<file path="src/rtl/jtframe_dump_pkg.sv">
// Shared constants for the dump trigger: FSM state encoding and trigger modes.
package jtframe_dump_pkg;

    localparam logic [1:0] ST_IDLE   = 2'd0;
    localparam logic [1:0] ST_ARMED  = 2'd1;
    localparam logic [1:0] ST_ACTIVE = 2'd2;
    localparam logic [1:0] ST_DONE   = 2'd3;

    localparam logic [1:0] MODE_OFF       = 2'd0;
    localparam logic [1:0] MODE_IMMEDIATE = 2'd1;
    localparam logic [1:0] MODE_FRAME     = 2'd2;
    localparam logic [1:0] MODE_LOADEND   = 2'd3;

endpackage

</file>
<file path="src/rtl/jtframe_edge.sv">
// Single-register edge detector: compares the live input with last cycle's copy.
module jtframe_edge (
    input  logic rst,
    input  logic clk,
    input  logic din,
    output logic rise,
    output logic fall
);

    logic last;

    // NOTE: sequential state uses non-blocking (<=) so every flop samples pre-edge values.
    always_ff @(posedge clk or posedge rst) begin
        if (rst) last <= 1'b0;
        else     last <= din;
    end

    assign rise = din & ~last;
    assign fall = ~din & last;

endmodule

</file>
<file path="src/rtl/jtframe_dump_trig.sv">
// Dump-window trigger: opens a per-channel dump enable immediately, at a given
// frame, or after ROM download ends, and closes it after frame_len frames.
module jtframe_dump_trig
    import jtframe_dump_pkg::*;
#(
    parameter int CH    = 4,
    parameter int FCW   = 32,
    parameter int GUARD = 16
) (
    input  logic           rst,
    input  logic           clk,
    input  logic           vs,
    input  logic           dwnld,
    input  logic [1:0]     mode,
    input  logic [FCW-1:0] start_frame,
    input  logic [FCW-1:0] frame_len,
    input  logic [CH-1:0]  en_mask,
    output logic [FCW-1:0] frame_cnt,
    output logic [CH-1:0]  dump_on,
    output logic           dumping,
    output logic           done
);

    localparam int GW = $clog2(GUARD + 2);

    logic           vs_fall, vs_rise_unused;
    logic           dl_fall, dl_rise;
    logic [1:0]     state, state_nx;
    logic [1:0]     trig_mode;
    logic [FCW-1:0] win_cnt, win_next;
    logic [GW-1:0]  guard_cnt;
    logic           guard_ok;
    logic           done_nx;

    jtframe_edge u_vs_edge (
        .rst  (rst),
        .clk  (clk),
        .din  (vs),
        .rise (vs_rise_unused),
        .fall (vs_fall)
    );

    jtframe_edge u_dl_edge (
        .rst  (rst),
        .clk  (clk),
        .din  (dwnld),
        .rise (dl_rise),
        .fall (dl_fall)
    );

    assign guard_ok = (guard_cnt == GW'(GUARD));
    assign win_next = (win_cnt == {FCW{1'b1}}) ? win_cnt : win_cnt + FCW'(1);

    // NOTE: every output of this block gets a default first, so no latch is inferred.
    always_comb begin
        state_nx = state;
        done_nx  = 1'b0;
        case (state)
            ST_IDLE: begin
                case (mode)
                    MODE_IMMEDIATE:          state_nx = ST_ACTIVE;
                    MODE_FRAME, MODE_LOADEND: state_nx = ST_ARMED;
                    default:                 state_nx = ST_IDLE;
                endcase
            end
            ST_ARMED: begin
                if (trig_mode == MODE_FRAME && vs_fall && frame_cnt == start_frame)
                    state_nx = ST_ACTIVE;
                else if (trig_mode == MODE_LOADEND && dl_fall && guard_ok)
                    state_nx = ST_ACTIVE;
            end
            ST_ACTIVE: begin
                // Window close beats a simultaneous download restart.
                if (vs_fall && frame_len != '0 && win_next == frame_len) begin
                    state_nx = ST_DONE;
                    done_nx  = 1'b1;
                end else if (trig_mode == MODE_LOADEND && dl_rise) begin
                    state_nx = ST_ARMED;
                end
            end
            default: state_nx = ST_DONE;
        endcase
    end

    always_ff @(posedge clk or posedge rst) begin
        if (rst) begin
            state     <= ST_IDLE;
            trig_mode <= MODE_OFF;
            frame_cnt <= '0;
            win_cnt   <= '0;
            guard_cnt <= '0;
            dump_on   <= '0;
            dumping   <= 1'b0;
            done      <= 1'b0;
        end else begin
            state <= state_nx;
            if (state == ST_IDLE) trig_mode <= mode;
            if (vs_fall) frame_cnt <= frame_cnt + FCW'(1);
            if (!guard_ok) guard_cnt <= guard_cnt + GW'(1);
            // Held at zero outside ACTIVE, so entry and re-arm both start a fresh window.
            if (state != ST_ACTIVE) win_cnt <= '0;
            else if (vs_fall)       win_cnt <= win_next;
            dump_on <= en_mask & {CH{state == ST_ACTIVE}};
            dumping <= (state == ST_ACTIVE);
            done    <= done_nx;
        end
    end

endmodule

</file>
<file path="config.mk">
export PLATFORM = sky130hd
export DESIGN_NAME = jtframe_dump_trig
export DESIGN_NICKNAME = d
export VERILOG_FILES = /design/src/rtl/jtframe_dump_pkg.sv /design/src/rtl/jtframe_edge.sv /design/src/rtl/jtframe_dump_trig.sv
export SDC_FILE = /design/constraint.sdc
export NUM_CORES = 1
export LEC_CHECK = 0
export CORE_ASPECT_RATIO = 0.7
export CORE_MARGIN = 3
export CORE_UTILIZATION = 45
export CTS_CLUSTER_DIAMETER = 150
export DETAILED_ROUTE_END_ITERATION = 7
export GPL_TIMING_DRIVEN = 0
export PLACE_DENSITY = 0.71
export SKIP_LAST_GASP = 1
export SLEW_MARGIN = 25
export SYNTH_ARGS = -nofsm -noshare
export SYNTH_HDL_FRONTEND = slang
export SYNTH_HIERARCHICAL = 1
export SYNTH_SLANG_ARGS = --single-unit
</file>
<file path="constraint.sdc">
create_clock -name clk -period 3.2 [get_ports clk]
set_input_delay 0.64 -clock clk [delete_from_list [all_inputs] [get_ports clk]]
set_output_delay 0.64 -clock clk [all_outputs]
set_load 0.05 [all_outputs]
</file>
# Yosys cells after proc, flatten, opt, wreduce, memory -nomap -nowiden
# Cells that the tools add are included.
# Widths: inputs -> output; s select.
[word_totals] reg_bits=81 inputBits=74 output_inout_bits=38 wordCells=57
[op_classes] add_sub_neg=3 eq_ne=14 mux=11 n_bitwise=7 n_reduce_logical=12
[ops] operator="$mux 32" count=3
[ops] operator="$add 32x1->32 const B" count=2
[ops] operator="$eq 32x32->1" count=2
[ops] operator="$eq 32x32->1 const B" count=1
[ops] operator="$reduce_bool 32->1" count=1
[ops] operator="$eq 2x2->1 const B" count=5
[ops] operator="$mux 2" count=4
[ops] operator="$logic_and 1x1->1" count=7
[ops] operator="$ne 3x3->1 const B" count=2
[ops] operator="$pmux 2 s3" count=1
[ops] operator="$add 5x1->5 const B" count=1
[ops] operator="$eq 5x5->1 const B" count=1
[ops] operator="$and 4x4->4" count=1
[ops] operator="$eq 2x1->1 const B" count=2
[ops] operator="$pmux 2 s2" count=1
[ops] operator="$and 1x1->1" count=3
[ops] operator="$not 1->1" count=3
[ops] operator="$logic_not 2->1" count=1
[ops] operator="$mux 1" count=2
[ops] operator="$ne 2x2->1 const B" count=1
[ops] operator="$reduce_and 2->1" count=1
[ops] operator="$reduce_bool 2->1" count=1
[ops] operator="$reduce_or 2->1" count=1

# Logic depth before layout (Yosys ltp)
# Gate-level depths: netlist (run 1).
[depth] word_depth=7 depth_mapped=11

# Modules after synthesis
# Netlist (run 1), hierarchy kept.
[modules_own_cells] module="jtframe_dump_trig" instances=1 cells_each=649 area_each_um2=5748.0 seq_area_each_um2=1976.9
[modules_own_cells] module="jtframe_edge" instances=2 cells_each=4 area_each_um2=43.8 seq_area_each_um2=25.0

# Worst setup path after synthesis (run 1)
# No wires, ideal clock.
[synth_timing] path_type="input to register" start="input port vs" end="register frame_cnt[31]" setup_time_ns=0.082 arrival_ns=2.480 setup_slack_ns=0.638 stages=8 cell_sequence="and2b_2 > clkbuf_1 > nand4_1 > or3_1 > clkbuf_1 > or3_1 > nor2_1 > xor2_1"
[synth_between] elab_chain_cells=2
[synth_lines] element="start: declaration" line="jtframe_dump_trig.sv:12" text="input logic vs,"
[synth_lines] element="$not 1->1" line="jtframe_edge.sv:19" text="assign fall = ~din & last;"
[synth_lines] element="$and 1x1->1" line="jtframe_edge.sv:19"
[synth_lines] element="end signal: assignment" line="jtframe_dump_trig.sv:98" text="if (vs_fall) frame_cnt <= frame_cnt + FCW'(1);"
[synth_lines] element="end: declaration" line="jtframe_dump_trig.sv:18" text="output logic [FCW-1:0] frame_cnt,"
# Every way passes these cells.
# A chain may end at the register's enable or synchronous reset.

# Final worst setup path (run 1)
[layout_timing] start="register win_cnt[6]" end="register state[0]"
[layout_between] elab_chain_cells=6 elab_cells_between_ends=9 classes_between="1 x add/sub; 3 x eq/ne; 3 x mux; 2 x reduce/logical"
[layout_lines] element="start: declaration" line="jtframe_dump_trig.sv:30" text="logic [FCW-1:0] win_cnt, win_next;"
[layout_lines] element="start signal: assignment" line="jtframe_dump_trig.sv:102" text="else if (vs_fall) win_cnt <= win_next;"
[layout_lines] element="$add 32x1->32 / $eq 32x32->1 (equally long branches)" line="jtframe_dump_trig.sv:52" text="assign win_next = (win_cnt == {FCW{1'b1}}) ? win_cnt : win_cnt + FCW'(1);"
[layout_lines] element="$mux 32 *" line="jtframe_dump_trig.sv:52"
[layout_lines] element="$eq 32x32->1 *" line="jtframe_dump_trig.sv:74" text="if (vs_fall && frame_len != '0 && win_next == frame_len) begin"
[layout_lines] element="$logic_and 1x1->1 *" line="jtframe_dump_trig.sv:74"
[layout_lines] element="$mux 2 / $ne 3x3->1 (equally long branches)"
[layout_lines] element="$pmux 2 s3 / $reduce_and 2->1 (equally long branches)"
[layout_lines] element="end signal: assignment" line="jtframe_dump_trig.sv:96" text="state <= state_nx;"
[layout_lines] element="end: declaration" line="jtframe_dump_trig.sv:28" text="logic [1:0] state, state_nx;"
# Mark *: on every way between the ends. The rest lies on a longest branch, timed or not.

==> metrics.cfg, run 1 <==
[setup_path]
end_kind=register
crit_slowest_cell=nor4_2
cp_top_family=simple AND/OR/NAND/NOR gates
max_stage_delay_ns=0.41
cp_data_required_time_ns=3.46
criticalPathCategory=register to register
startpoint_type=register
rr_startpoint=win_cnt[6]
r2r_slack_ns=0.11
crit_buf_inv=2
crit_arrival_ns=3.35
cp_max_fo=10
worstRegToRegCells=10
reg2reg_to=state[0]
path_cells=buf_2 -> nand4_2 -> nor3_2 -> nand4_1 -> buf_4 -> a31o_2 -> nor4_2 -> nand2_1 -> nor4_4 -> a2bb2oi_1

[global_route]
grt_max_degree=51
grt_pass1_vias=5281
grt-busiest-layer=met1
grt_util_met2_pct=38.0
grt_first_pass_wirelength_um=30900
use_met3_pct=5.00
grtUsageTotal_pct=27.7
grtUsageMet1_pct=44.9
grt_overflow=0
antenna_found_initial=0

[sta]
fin_crit_sh_pct=96.5
worst_slew_pin_slew_ns=0.732
fmax_ghz=0.324
holdWs_ns=0.487
finalSetupViolations=0
worst_slack_ns=0.111
rsz0062_at_grt=false
final_max_slew_viol_count=0
finClkSkew_ns=0.0105
period_minus_slack_ns=3.09
setup_tns_ns=0
max_slew_margin_pct=51.2
final_hold_viol_count=0

[clocking]
cts_max_level=3
cts_buffers=9
cts.sinks=81
hold_buffers=0
clk_path_buf_depth=2
clk_latency_ns=0.35
cts_tree=built
cts_root_buf=clkbuf_16
clk_pin_slew_worst_paths_ns=0.07

[detailed_routing]
route.detailed.drc=0
antenna_left=0
wl_per_cell_um=20.9
drtPass1Iterations=5
drt_iter0_drc=541
vias_per_cell=5.88
vias=5640
wirelength_um=20000

[placement]
place_ws_ns=-0.440
place.port_buffers=111
dpl.hpwl_um=15600
dp.cells=930
place_congestion=1.01

[min_path]
hold_start=guard_cnt[4]
min_path_type=register to register
hold_depth=1
holdPathEnd=guard_cnt[4]

[floorplanning]
core_area_um2=12500
die_x_um=142
dieArea_um2=14400
die_height_um=101
initial_utilization_pct=46.5
io_pins=112
rows=34

[synthesis]
syn_area_per_cell_um2=8.89
synthCells=656
syn-cell-area_um2=5830
syn_nets=734
yosysWarningCount=6

[power]
ir_drop_v=0.000236
p_leak_nw=3.01
p_per_area_nw_per_um2=348

[layout]
nets=870
final_cell_mix=111 x clkdlybuf4s50_1, 79 x dfrtp_1, 73 x xnor2_1
drive_gt1_share_pct=12.9
fin_util_pct=60.7
antenna_cells=0
layout_commonest_cell=clkdlybuf4s50_1
fin_cells=959
fillers=1113
area_growth_pct=30.8

[job]
max-cap-violations=0

[outcome]
status=finished, final reports clean

## worst max path at each step
stage | startpoint | endpoint | slack (ns) | cells after the start
floorplan | rst | done | 0.54 | 1
detailed placement | vs | frame_cnt[31] | -0.44 | 9
finish | win_cnt[6] | state[0] | 0.11 | 10
global route | win_cnt[0] | win_cnt[4] | 0.01 | 10
global placement | rst | win_cnt[28] | -0.88 | 2
CTS | win_cnt[0] | state[0] | -0.007 | 11
## per-stage QoR
step | area [µm²] | total power, mW
floorplan | 5830 | 1.40
CTS | 7510 | 2.67
detailed placement | 7170 | 1.65
finish | 7620 | 2.65
global placement | 7140 | 1.64
global route | 7620 | 2.75
## layer usage
metal | part of all wire (%) | up-vias
met5 | 0 | -
met4 | 1.1 | 0
met3 | 8.8 | 23
met2 | 41 | 273
met1 | 49 | 2729
li1 | - | 2615
## where the power goes
part	switching, mW	internal, mW	leakage (nW)	total (mW)
Clock	0.458	0.556	0.136	1.01
Combinational	0.287	0.229	1.78	0.516
Sequential	0.0635	1.06	1.09	1.12
## area by class of cell
type                       count  area (µm²)  area share (%)
multi-input combinational    524        3600            47.3
inverter                      19        73.8           0.968
buffer                        31         179            2.35
sequential                    81        2030            26.6
timing repair buffer         126        1240            16.3
tap                          162         203            2.66
clock buffer                  10         239            3.14
clock inverter                 6        50.0           0.657
## state kept, by name (all words and copies together) (netlist names)
signal	cells
win_cnt	32
u_vs_edge/last	1
done	1
guard_cnt	5
dumping	1
u_dl_edge/last	1
state	2
frame_cnt	32
trig_mode	2
dump_on	4
## timing repair
action / in CTS / in global routing
setup buffers: 1 / 13
pin swaps: 1 / 5
gates resized for setup: 7 / 5
setup endpoints to repair: 9 / 19
gates cloned: 0 / 0
## worst register-to-register path: stages (launching register included)
cell	delay [ns]
dfrtp_1	0.31
buf_2	0.23
nand4_2	0.26
nor3_2	0.33
nand4_1	0.32
buf_4	0.26
a31o_2	0.22
nor4_2	0.41
nand2_1	0.16
nor4_4	0.30
a2bb2oi_1	0.21
Note: power is estimated with default switching activity, not from simulation.
==> inputs of run 2 (changes only) <==
--- a/config.mk
+++ b/config.mk
@@ -9,6 +9,7 @@
 export CORE_MARGIN = 3
 export CORE_UTILIZATION = 45
 export CTS_CLUSTER_DIAMETER = 150
+export CTS_CLUSTER_SIZE = 25
 export DETAILED_ROUTE_END_ITERATION = 7
 export GPL_TIMING_DRIVEN = 0
 export PLACE_DENSITY = 0.71
==> results of run 2 <==
Final layout, timing and power as in run 1 (identical DEF).
==> inputs of run 3 (changes only) <==
==> constraint.sdc (replaced) <==
create_clock -name clk -period 3.2 [get_ports clk]
set_input_delay 0.48 -clock clk [delete_from_list [all_inputs] [get_ports clk]]
set_output_delay 0.48 -clock clk [all_outputs]
set_load 0.05 [all_outputs]
==> run 3 against run 2 <==
Critical endpoint unchanged. Worst setup slack better by 0.018 ns. Maximum frequency rose by 0.59%. Global-route usage barely moved. Highest routed layer unchanged.
==> metrics.cfg, run 3 (synthesis results as in run 1) <==
[placement]
dpl.hpwl_um=15600  ; unchanged
dpl-instance-area_um2=7170  ; unchanged
place_congestion=1.01  ; unchanged
place.port_buffers=111  ; unchanged

[setup_path]
setup.worst_path.start=win_cnt[1]
end_kind=register
crit_arrival_ns=3.33  ; -0.02 ns
rr_startpoint=win_cnt[1]
crit_buf_inv=1  ; -1
path_cells=ha_4 -> and3_1 -> buf_2 -> and4_4 -> nand3_2 -> mux2i_1 -> a22o_1 -> nor3_1 -> nand4_1 -> nor4_4 -> a2bb2oi_1
startpoint_type=register
cp_max_fo=9  ; -1
crit_slowest_cell=nor4_4
cp_data_required_time_ns=3.46  ; about the same
criticalPathCategory=register to register
cp_top_family=simple AND/OR/NAND/NOR gates
max_stage_delay_ns=0.46  ; +0.05 ns

[global_route]
antenna_found_initial=0  ; unchanged
grtUsageTotal_pct=27.7  ; -0.030 points
grt_pass1_vias=5275  ; -0.11%
grt_first_pass_wirelength_um=30900  ; -0.16%
grt_overflow=0  ; unchanged
grt_max_degree=51  ; unchanged

[clocking]
cts.sinks=81  ; unchanged
clk_latency_ns=0.34  ; about the same
hold_buffers=0  ; unchanged
cts_root_buf=clkbuf_16
cts_max_level=3  ; unchanged
clk_pin_slew_worst_paths_ns=0.07  ; about the same
clk_path_buf_depth=2  ; unchanged
cts_buffers=9  ; unchanged
cts_tree=built

[detailed_routing]
antenna_left=0  ; unchanged
wl_per_cell_um=20.8  ; -0.67%
route.detailed.drc=0  ; unchanged
drt-met1-wl_um=9740  ; -1.5%
top_layer_used=met4
wl_met3_um=1840  ; +4.4%
drt_iter0_drc=565  ; +4.4%
dr_wl_met2_um=8030  ; -1.6%
drtPass1Iterations=5  ; unchanged
vias=5706  ; +1.2%
vias_per_cell=5.96  ; +1.3%
wirelength_um=19900  ; -0.78%

[layout]
reg.largest.list=frame_cnt x32, win_cnt x32, guard_cnt x5
fillers=1110  ; -0.27%
layout_commonest_cell=clkdlybuf4s50_1
nets=869  ; -0.11%
area_growth_pct=30.5
final_cell_mix=111 x clkdlybuf4s50_1, 79 x dfrtp_1, 73 x xnor2_1
postLayoutCellArea_um2=7610  ; -0.21%
drive_gt1_share_pct=12.7  ; -0.24 points
multiInputGateArea_um2=3600  ; -0.24%
antenna_cells=0  ; unchanged
fin_util_pct=60.6  ; -0.13 points
regArea_um2=2030  ; unchanged

[power]
clkPwrFrac_pct=38.1  ; about the same
sequentialPowerShare_pct=42.5  ; +0.2 points
p_comb_share_pct=19.4  ; about the same
intPower_mw=1.84  ; about the same
ir_drop_v=0.000235  ; -0.52%
fin_total_pwr_mw=2.64  ; -0.33%
p_sw_share_pct=30.3  ; -0.16 points
p_sw_mw=0.801  ; -0.86%
p_leak_nw=3.00  ; -0.16%
p_per_area_nw_per_um2=348  ; -0.11%

[floorplanning]
initial_utilization_pct=46.5  ; unchanged
core_area_um2=12500  ; unchanged
die_height_um=101  ; unchanged
rows=34  ; unchanged
dieArea_um2=14400  ; unchanged
io_pins=112  ; unchanged
die_x_um=142  ; unchanged

[sta]
rsz0062_at_grt=false
worst_slew_pin_slew_ns=0.738  ; +0.00572 ns
period_minus_slack_ns=3.07  ; -0.0182 ns
finalSetupViolations=0  ; unchanged
finClkSkew_ns=0.0106  ; +0.0000546 ns
fmax_ghz=0.326  ; +0.59%
fin_crit_sh_pct=96.0  ; -0.57 points
max_slew_margin_pct=50.8  ; -0.38 points
final_max_slew_viol_count=0  ; unchanged
final_hold_viol_count=0  ; unchanged

[min_path]
min_path_type=primary input to async pin

[job]
max-cap-violations=0  ; unchanged

[outcome]
status=finished, final reports clean

run 3: cell count changes in the layout (fill, tap and decap cells not counted), sizes merged:
cell,before,now
buf,36,35
run 3: what timing repair did:
action                     CTS  global route
setup endpoints to repair    4            19
setup buffers                0            13
gates resized for setup      7             3
pin swaps                    0             5
hold endpoints to repair     0             0
run 3: power by group through the flow:
stage	registers (mW)	clock network (mW)	logic [mW]
after floorplan	1.25	0	0.154
after global placement	1.14	0	0.502
after detailed placement	1.14	0	0.512
after CTS	1.12	1.03	0.514
after global routing	1.13	1.07	0.544
final	1.12	1.01	0.512
run 3: final cells by class:
class | count | share of cell area (%)
Buffer | 31 | 2.35
Timing Repair Buffer | 125 | 16.3
Sequential cell | 81 | 26.7
Inverter | 19 | 0.971
Clock buffer | 10 | 3.14
Multi-Input combinational cell | 524 | 47.3
Clock inverter | 6 | 0.658
Tap cell | 162 | 2.66
run 3: final timing paths:
kind / depth (start not counted) / slack [ns] / endpoint
worst min-delay path: 2 / 0.39 / u_vs_edge/last
worst max register to register: 11 / 0.13 / state[0]
max in group asynchronous: 3 / 2.05 / win_cnt[1]
worst max-delay path: 11 / 0.13 / state[0]
worst min register to register: 1 / 0.49 / guard_cnt[4]
min in group clk: 1 / 0.49 / guard_cnt[4]
run 3: worst register-to-register path: stages, from the launching register on:
cell and delay (ns):
dfrtp_2 0.45, ha_4 0.20, and3_1 0.16, buf_2 0.22
and4_4 0.29, nand3_2 0.25, mux2i_1 0.20, a22o_1 0.24
nor3_1 0.13, nand4_1 0.18, nor4_4 0.46, a2bb2oi_1 0.21
run 3: routing by layer:
layer,vias to the layer above,global-route usage (%)
li1,2619,-
met1,2784,44.8
met2,269,37.8
met3,34,5.10
met4,0,5.60
met5,-,0
run 3: through the flow:
stage	worst slack [ns]	setup TNS, ns	hold WS (ns)	instances
after floorplan	0.643	0	0.209	656
after global placement	-0.724	-58.17	0.469	929
after detailed placement	-0.288	-2.17	0.476	930
after CTS	0.0360	0	0.376	946
after global routing	0.00693	0	0.392	958
final	0.129	0	0.389	958
